File: src/rtl/pwm_ramp_controller.sv
// Soft-start/soft-stop duty sequencer for pwm_generator: ramps duty toward an accepted target,
// changing it only on PWM period boundaries. Optional target ceiling via `PWM_RAMP_CLAMP_EN`.
module pwm_ramp_controller #(
  parameter int WIDTH            = 8,
  parameter int STEP             = 8,
  parameter int PERIODS_PER_STEP = 4,
  parameter int DUTY_MAX         = 240
) (
  input  logic             clk,
  input  logic             reset,
  input  logic             cmd_valid,
  input  logic [WIDTH-1:0] cmd_target,
  output logic             cmd_ready,
  input  logic             abort,
  output logic [WIDTH-1:0] duty_cycle,
  output logic             period_tick,
  output logic             busy,
  output logic             done
);

  localparam int               SC_W        = (PERIODS_PER_STEP > 1) ? $clog2(PERIODS_PER_STEP) : 1;
  localparam logic [SC_W-1:0]  STEP_LAST   = SC_W'(PERIODS_PER_STEP - 1);
  localparam logic [WIDTH:0]   STEP_W      = (WIDTH+1)'(STEP);
  localparam logic [WIDTH-1:0] DUTY_MAX_W  = WIDTH'(DUTY_MAX);
  localparam logic [WIDTH-1:0] PERIOD_LAST = '1;

`ifdef PWM_RAMP_CLAMP_EN
  localparam bit CLAMP_EN = 1'b1;
`else
  localparam bit CLAMP_EN = 1'b0;
`endif

  typedef enum logic [1:0] {
    IDLE,
    RAMP,
    HOLD
  } state_t;

  state_t           state_q, state_d;
  logic [WIDTH-1:0] period_cnt;
  logic [WIDTH-1:0] duty_q, duty_d;
  logic [WIDTH-1:0] target_q, target_d;
  logic [WIDTH-1:0] cmd_target_eff;
  logic [WIDTH-1:0] duty_step;
  logic [SC_W-1:0]  step_cnt, step_d;
  logic             done_d;

  // Upward step saturates at the target; the sum carries one extra bit so it cannot wrap.
  function automatic logic [WIDTH-1:0] ramp_up(input logic [WIDTH-1:0] cur,
                                               input logic [WIDTH-1:0] tgt);
    logic [WIDTH:0] sum;
    sum     = {1'b0, cur} + STEP_W;
    ramp_up = (sum >= {1'b0, tgt}) ? tgt : sum[WIDTH-1:0];
  endfunction

  // Downward step lands on the target whenever the remaining gap fits in one step.
  function automatic logic [WIDTH-1:0] ramp_down(input logic [WIDTH-1:0] cur,
                                                 input logic [WIDTH-1:0] tgt);
    logic [WIDTH-1:0] gap;
    gap       = cur - tgt;
    ramp_down = ({1'b0, gap} <= STEP_W) ? tgt : (cur - STEP_W[WIDTH-1:0]);
  endfunction

  function automatic logic [WIDTH-1:0] clamp_target(input logic [WIDTH-1:0] req);
    clamp_target = (CLAMP_EN && (req > DUTY_MAX_W)) ? DUTY_MAX_W : req;
  endfunction

  // Free-running period counter, aligned with pwm_generator's counter out of reset.
  always_ff @(posedge clk or negedge reset) begin
    if (!reset) begin
      period_cnt <= '0;
    end else begin
      period_cnt <= period_cnt + 1'b1;
    end
  end

  assign period_tick = (period_cnt == PERIOD_LAST);

  always_comb begin
    state_d        = state_q;
    duty_d         = duty_q;
    target_d       = target_q;
    step_d         = step_cnt;
    done_d         = 1'b0;
    cmd_target_eff = clamp_target(cmd_target);
    duty_step      = (target_q > duty_q) ? ramp_up(duty_q, target_q)
                                         : ramp_down(duty_q, target_q);

    unique case (state_q)
      IDLE, HOLD: begin
        if (cmd_valid) begin
          target_d = cmd_target_eff;
          step_d   = '0;
          if (cmd_target_eff == duty_q) begin
            state_d = HOLD;
            done_d  = 1'b1;
          end else begin
            state_d = RAMP;
          end
        end
      end
      RAMP: begin
        // Abort wins over a coincident step so the duty freezes at its visible value.
        if (abort) begin
          state_d = HOLD;
          step_d  = '0;
        end else if (period_tick) begin
          if (step_cnt == STEP_LAST) begin
            step_d = '0;
            duty_d = duty_step;
            if (duty_step == target_q) begin
              state_d = HOLD;
              done_d  = 1'b1;
            end
          end else begin
            step_d = step_cnt + 1'b1;
          end
        end
      end
      default: begin
        state_d = IDLE;
      end
    endcase
  end

  // Duty is registered on the edge that wraps period_cnt, so each PWM period sees one value.
  always_ff @(posedge clk or negedge reset) begin
    if (!reset) begin
      state_q  <= IDLE;
      duty_q   <= '0;
      target_q <= '0;
      step_cnt <= '0;
      done     <= 1'b0;
    end else begin
      state_q  <= state_d;
      duty_q   <= duty_d;
      target_q <= target_d;
      step_cnt <= step_d;
      done     <= done_d;
    end
  end

  assign duty_cycle = duty_q;
  assign cmd_ready  = (state_q != RAMP);
  assign busy       = (state_q == RAMP);

endmodule

File: config.mk
export PLATFORM = sky130hd
export DESIGN_NAME = pwm_ramp_controller
export DESIGN_NICKNAME = d
export VERILOG_FILES = /design/src/rtl/pwm_ramp_controller.sv
export SDC_FILE = /design/constraint.sdc
export NUM_CORES = 1
export LEC_CHECK = 0
export ABC_CLOCK_PERIOD_IN_PS = 7800
export BUFFER_PORTS_ARGS = -buffer_cell sky130_fd_sc_hd__buf_2
export CORE_MARGIN = 1
export CORE_UTILIZATION = 55
export CTS_BUF_LIST = sky130_fd_sc_hd__clkbuf_2
export CTS_CLUSTER_SIZE = 16
export DETAILED_ROUTE_END_ITERATION = 8
export GPL_TIMING_DRIVEN = 0
export PLACE_DENSITY = 0.75
export SLEW_MARGIN = 20
export SYNTH_ARGS = -nofsm -noshare
export SYNTH_HDL_FRONTEND = slang
export SYNTH_SLANG_ARGS = --single-unit
File: constraint.sdc
create_clock -name clk -period 7.8 [get_ports clk]
set_input_delay 1.17 -clock clk [delete_from_list [all_inputs] [get_ports clk]]
set_output_delay 1.17 -clock clk [all_outputs]
set_load 0.02 [all_outputs]
==> results <==
- In the synthesized netlist, the number of instances is 276.
- The number of rows in the core area is 23.
- After Yosys synthesis, and, or, nand and nor cells account for 20.3% of the synthesized area.
- In this run the register-to-register setup slack is 3950 ps.
- The initial standard-cell utilization of the core is 59.1%.
- The detailed router placed 2145 vias in this run.
- Counting instances in the post-synthesis netlist gives the leading cell types as sky130_fd_sc_hd__dfrtp_1, sky130_fd_sc_hd__nor2_1, sky130_fd_sc_hd__inv_1, sky130_fd_sc_hd__nand2_1, sky130_fd_sc_hd__xnor2_1.
- The worst setup path is captured at a flop.
- The total routing usage reported by global routing is 25.7%.
- At the later pin of the worst-skew pair, clock insertion delay measures 360 ps.
- Counting I/O delays and the setup requirement, the final critical path takes 3850 ps.
- The area of the placeable core is 4140 sq um.
- The area share of the largest cell type after synthesis is 29.6%.
- The synthesized netlist contains 64 unique library cells.
- The number of flops mapped to enable cells by yosys is 0.
- The setup path with the least slack is of type reg2reg.
- Once detail routing completed, the nets flagged for antenna violations numbered 0.
- Before antenna repair, the detailed router went through 4 iterations.
- Summing the areas of all compound-gate instances in the mapped netlist gives 22.3% of the synthesized area.
- The share of synthesized area spent on multiplexers is 5.82%.
- The number of antenna violations at the first check in global routing came to 0.
- The via count of the first global-routing pass is 1926.
- For this design, the CTS-stage hold fixing added 0 buffers.
- Entering global routing, the biggest net connects 30 pins.
- The number of DRC markers after the initial detailed-route iteration is 148.
- Sequential cells account for 42.0% of the total power.
- Setup repair after global routing left no endpoint under its margin.
- The number of levels in the clock H-tree is 2.
- The delay of the slowest critical-path stage is 580 ps.
- Routability-driven placement finished with a final weighted congestion of 0.925.
- The arrival time of data at the critical path endpoint is 4170 ps.
- The netlist area before placement is 2450 sq um.
- Between clock sinks in the finished design, the worst skew comes to 16.9 ps.
- After the last flow step, the layout net total stands at 335.
- The floorplan step defined a die boundary enclosing 4730 sq um.
- The minimum setup slack after placement is 4040 ps.
- The flow ran to the end, and the final reports show no timing, DRC or antenna violations.
- The path class of the lowest-slack min-delay path is reg2reg.
- The biggest area contributor in the post-synthesis netlist is sky130_fd_sc_hd__dfrtp_1.
- Clock-pin slew was measured on the worst setup and hold paths at 170 ps.
- The number of pins exceeding their max-slew limit in the final report is 0.
- Setup slack on the critical path of the routed design comes to 3950 ps.
- For this run, the number of Yosys warnings is 0.
- The number of buffers created by CTS is 5.
- The number of clock sinks seen by CTS is 29.
- The termination of the worst setup path is done.
- The deepest clock path buffer count is 2.
- For the pin with the worst max-slew slack, the measured transition is 659 ps.
- From synthesis to final layout, the design area changed by 8.89%.
- The synthesized netlist devotes 8.68% of its cell area to adder and majority cells.
- The net switching power is 180 uW.
- The clock tree from TritonCTS is built.
- The maximum vdd drop is 0.000162 V.
- The final cycle utilization of the critical path is 49.3%.
- The beginning of the critical path is duty_cycle[4].
- The synthesized netlist devotes 8.94% of its cell area to XOR and XNOR gates.
- Dividing the detail-routed wire length by the instance count gives 15.1 um.
- The number of fill cells in the layout is 374.
- The capture point of the worst reg-to-reg path is done.
- In this run the clock root is driven by a sky130_fd_sc_hd__clkbuf_2.
- The die height is 68.7 um.
- Dividing the detail-routed via count by the number of cells gives 6.01.
- The die is 68.7 um wide.
- The average instance in the mapped netlist occupies 8.88 sq um.
- 0 antenna diodes ended up in the layout.
- After synthesis, the largest family of logic cells by area is compound AO/OA/AOI/OAI gates.
- Counting flops with an async set or reset pin after synthesis yields a share of 100%.
- The clock network is responsible for 17.4% of the overall power.
- The leakage power summed over all cells is 1.23 nW.
- The worst-path maximum fanout is 10.
- The worst path required time is 8120 ps.
- The max capacitance violation total is 0.
- The number of primary I/O pins is 24.
- The wire length of the first global-routing pass is 8970 um.
- In this run the power density over the cells is 167 nW/um^2.
- Input and output buffers added on the ports amount to 23.
- The signal on the critical path passes through ha_1 -> nand3_1 -> xnor2_1 -> ha_1 -> and3_1 -> a211oi_1 -> nand2_1 -> nand4bb_1 -> buf_2 -> a21o_1 -> o211a_1 -> and4_1 -> nor4_2 -> a41o_1.
- The type of origin of the critical path is a flop.
- Net switching is 40.5% of the power.
- The share of layout cells above drive strength 1 is 17.3%.
- The number of storage elements in the synthesis netlist is 29.
- The design draws 445 uW.
- Among the stages of the critical path, the cell type that occurs most often is sky130_fd_sc_hd__ha_1.
- In the final layout, flip-flops and latches occupy 726 sq um.
- The number of setup violations in the final report is 0.
- The post-CTS setup buffer count is 0.
- Of the total power, combinational logic draws 40.7%.
- Cell internal power was estimated by the tool at 265 uW.
- Detailed placement ended at an HPWL of 4160 um.
- Static timing analysis puts the maximum clock frequency at 0.260 GHz.
- The synthesized net count is 305.
- The number of endpoints with negative hold slack in the final report is 0.
- The multi-input combinational cells in the finished layout cover a total of 1620 sq um.
- sky130_fd_sc_hd__dfrtp_1 is the most common cell in the netlist.
- The number of design rule violations left after detail routing is 0.
- The total negative setup slack is 0 ps.
- The top flip-flop cell by instance count after synthesis is sky130_fd_sc_hd__dfrtp_1.
- By area the synthesized netlist is led by sky130_fd_sc_hd__dfrtp_1, sky130_fd_sc_hd__ha_1, sky130_fd_sc_hd__xnor2_1, sky130_fd_sc_hd__mux2_2, sky130_fd_sc_hd__nor2_1.
- For this run the aggregate overflow at the end of global routing stands at 0.
- The routed wire length is 5410 um.
- The number of gates resized after cts is 0.
- The startpoint identified for the worst register-to-register timing path is duty_cycle[4].
- In this run the tightest slew margin relative to its limit is 55.9%.
- The cell with the largest stage delay on the worst path is sky130_fd_sc_hd__dfrtp_1.
- The share of the yosys chip area belonging to registers is 29.6%.
- The number of cells on the worst reg-to-reg path is 14.
==> worst max-delay path, delay by kind of cell (launching register included) <==
kind                       cells  cell delay (ps)
adders and majority gates      2              660
xor gates and xnor gates       1              340
DFF                            1              580
buffers and inverters          1              220
and+or+nand+nor                6             1100
AOI/OAI and AO/OA              4              910
==> through the flow <==
stage | hold slack [ps] | std cells | cell area (sq um) | utilization (%)
global route | 503 | 357 | 2670 | 64.4
finish | 479 | 357 | 2670 | 64.4
detailed placement | 459 | 349 | 2630 | 63.4
floorplan | 438 | 276 | 2450 | -
CTS | 479 | 357 | 2670 | 64.4
global placement | 454 | 349 | 2630 | 63.4
==> metal layers <==
metal	track usage, %	share of wire (%)	vias to the layer above
met3	6.91	4.7	7
met5	0	0	-
met2	38.7	44	60
li1	-	-	1076
met1	36.7	50	1002
met4	5.10	0.78	0
==> cells by family (layout without fill, tap and decap cells) <==
logic type,count (synthesis),after routing
adder cells (fa/ha/maj),17,17
flip-flops,29,29
AND/OR/NAND/NOR,96,96
XOR/XNOR,25,25
buffers and inverters,28,59
AO/OA/AOI/OAI,68,68
multiplexers,13,13
==> cell usage in the layout (no fill, tap or decap), types with 2 or more instances in the layout <==
cell / count
sky130_fd_sc_hd__a211o_1: 3
sky130_fd_sc_hd__a211oi_1: 3
sky130_fd_sc_hd__a21o_1: 3
sky130_fd_sc_hd__a21oi_1: 8
sky130_fd_sc_hd__a22o_1: 2
sky130_fd_sc_hd__a31oi_1: 2
sky130_fd_sc_hd__a41o_1: 2
sky130_fd_sc_hd__and2_1: 2
sky130_fd_sc_hd__and3_1: 2
sky130_fd_sc_hd__buf_2: 25
sky130_fd_sc_hd__clkbuf_1: 6
sky130_fd_sc_hd__clkbuf_2: 6
sky130_fd_sc_hd__clkinv_2: 2
sky130_fd_sc_hd__dfrtp_1: 29
sky130_fd_sc_hd__ha_1: 17
sky130_fd_sc_hd__inv_1: 19
sky130_fd_sc_hd__mux2_2: 10
sky130_fd_sc_hd__mux2i_1: 3
sky130_fd_sc_hd__nand2_1: 19
sky130_fd_sc_hd__nand2b_1: 7
sky130_fd_sc_hd__nand3_1: 11
sky130_fd_sc_hd__nand4_1: 6
sky130_fd_sc_hd__nor2_1: 27
sky130_fd_sc_hd__nor2b_1: 4
sky130_fd_sc_hd__nor3_1: 4
sky130_fd_sc_hd__nor3b_1: 2
sky130_fd_sc_hd__o2111ai_1: 2
sky130_fd_sc_hd__o21ai_0: 14
sky130_fd_sc_hd__o221ai_1: 2
sky130_fd_sc_hd__o31ai_1: 4
sky130_fd_sc_hd__o32ai_1: 2
sky130_fd_sc_hd__or4_1: 2
sky130_fd_sc_hd__xnor2_1: 18
sky130_fd_sc_hd__xor2_1: 7
==> worst min-delay path by stage <==
stage,endpoint,slack [ps],cells past startpoint,start
2_1_floorplan,period_cnt[7],440,1,period_cnt[7]
3_3_place_gp,period_cnt[7],450,1,period_cnt[7]
3_5_place_dp,period_cnt[7],460,1,period_cnt[7]
4_1_cts,period_cnt[7],480,1,period_cnt[7]
5_1_grt,period_cnt[0],500,1,period_cnt[0]
6_report,period_cnt[7],480,1,period_cnt[7]
==> power groups by stage <==
stage / clock [mW] / sequential [mW] / combinational (mW)
after floorplan: 0 / 0.183 / 0.142
after global placement: 0 / 0.189 / 0.175
after detailed placement: 0 / 0.189 / 0.179
after CTS: 0.0794 / 0.186 / 0.180
after global routing: 0.0852 / 0.189 / 0.202
final: 0.0772 / 0.187 / 0.181
==> flip-flops by register name, summed over array words and instances, names as in the netlist <==
signal	count
target_q	8
done	1
state_q	2
step_cnt	2
duty_cycle	8
period_cnt	8
==> layout make-up <==
class | instances | share of cell area (%)
clock buffers | 6 | 1.13
repair buffers | 23 | 4.32
flip-flops and latches | 29 | 27.2
multi-input cells | 219 | 60.6
well taps | 50 | 2.35
clock inverters | 2 | 0.375
inverters | 19 | 2.67
plain buffers | 9 | 1.36
Power figures use the tool's default switching activity.
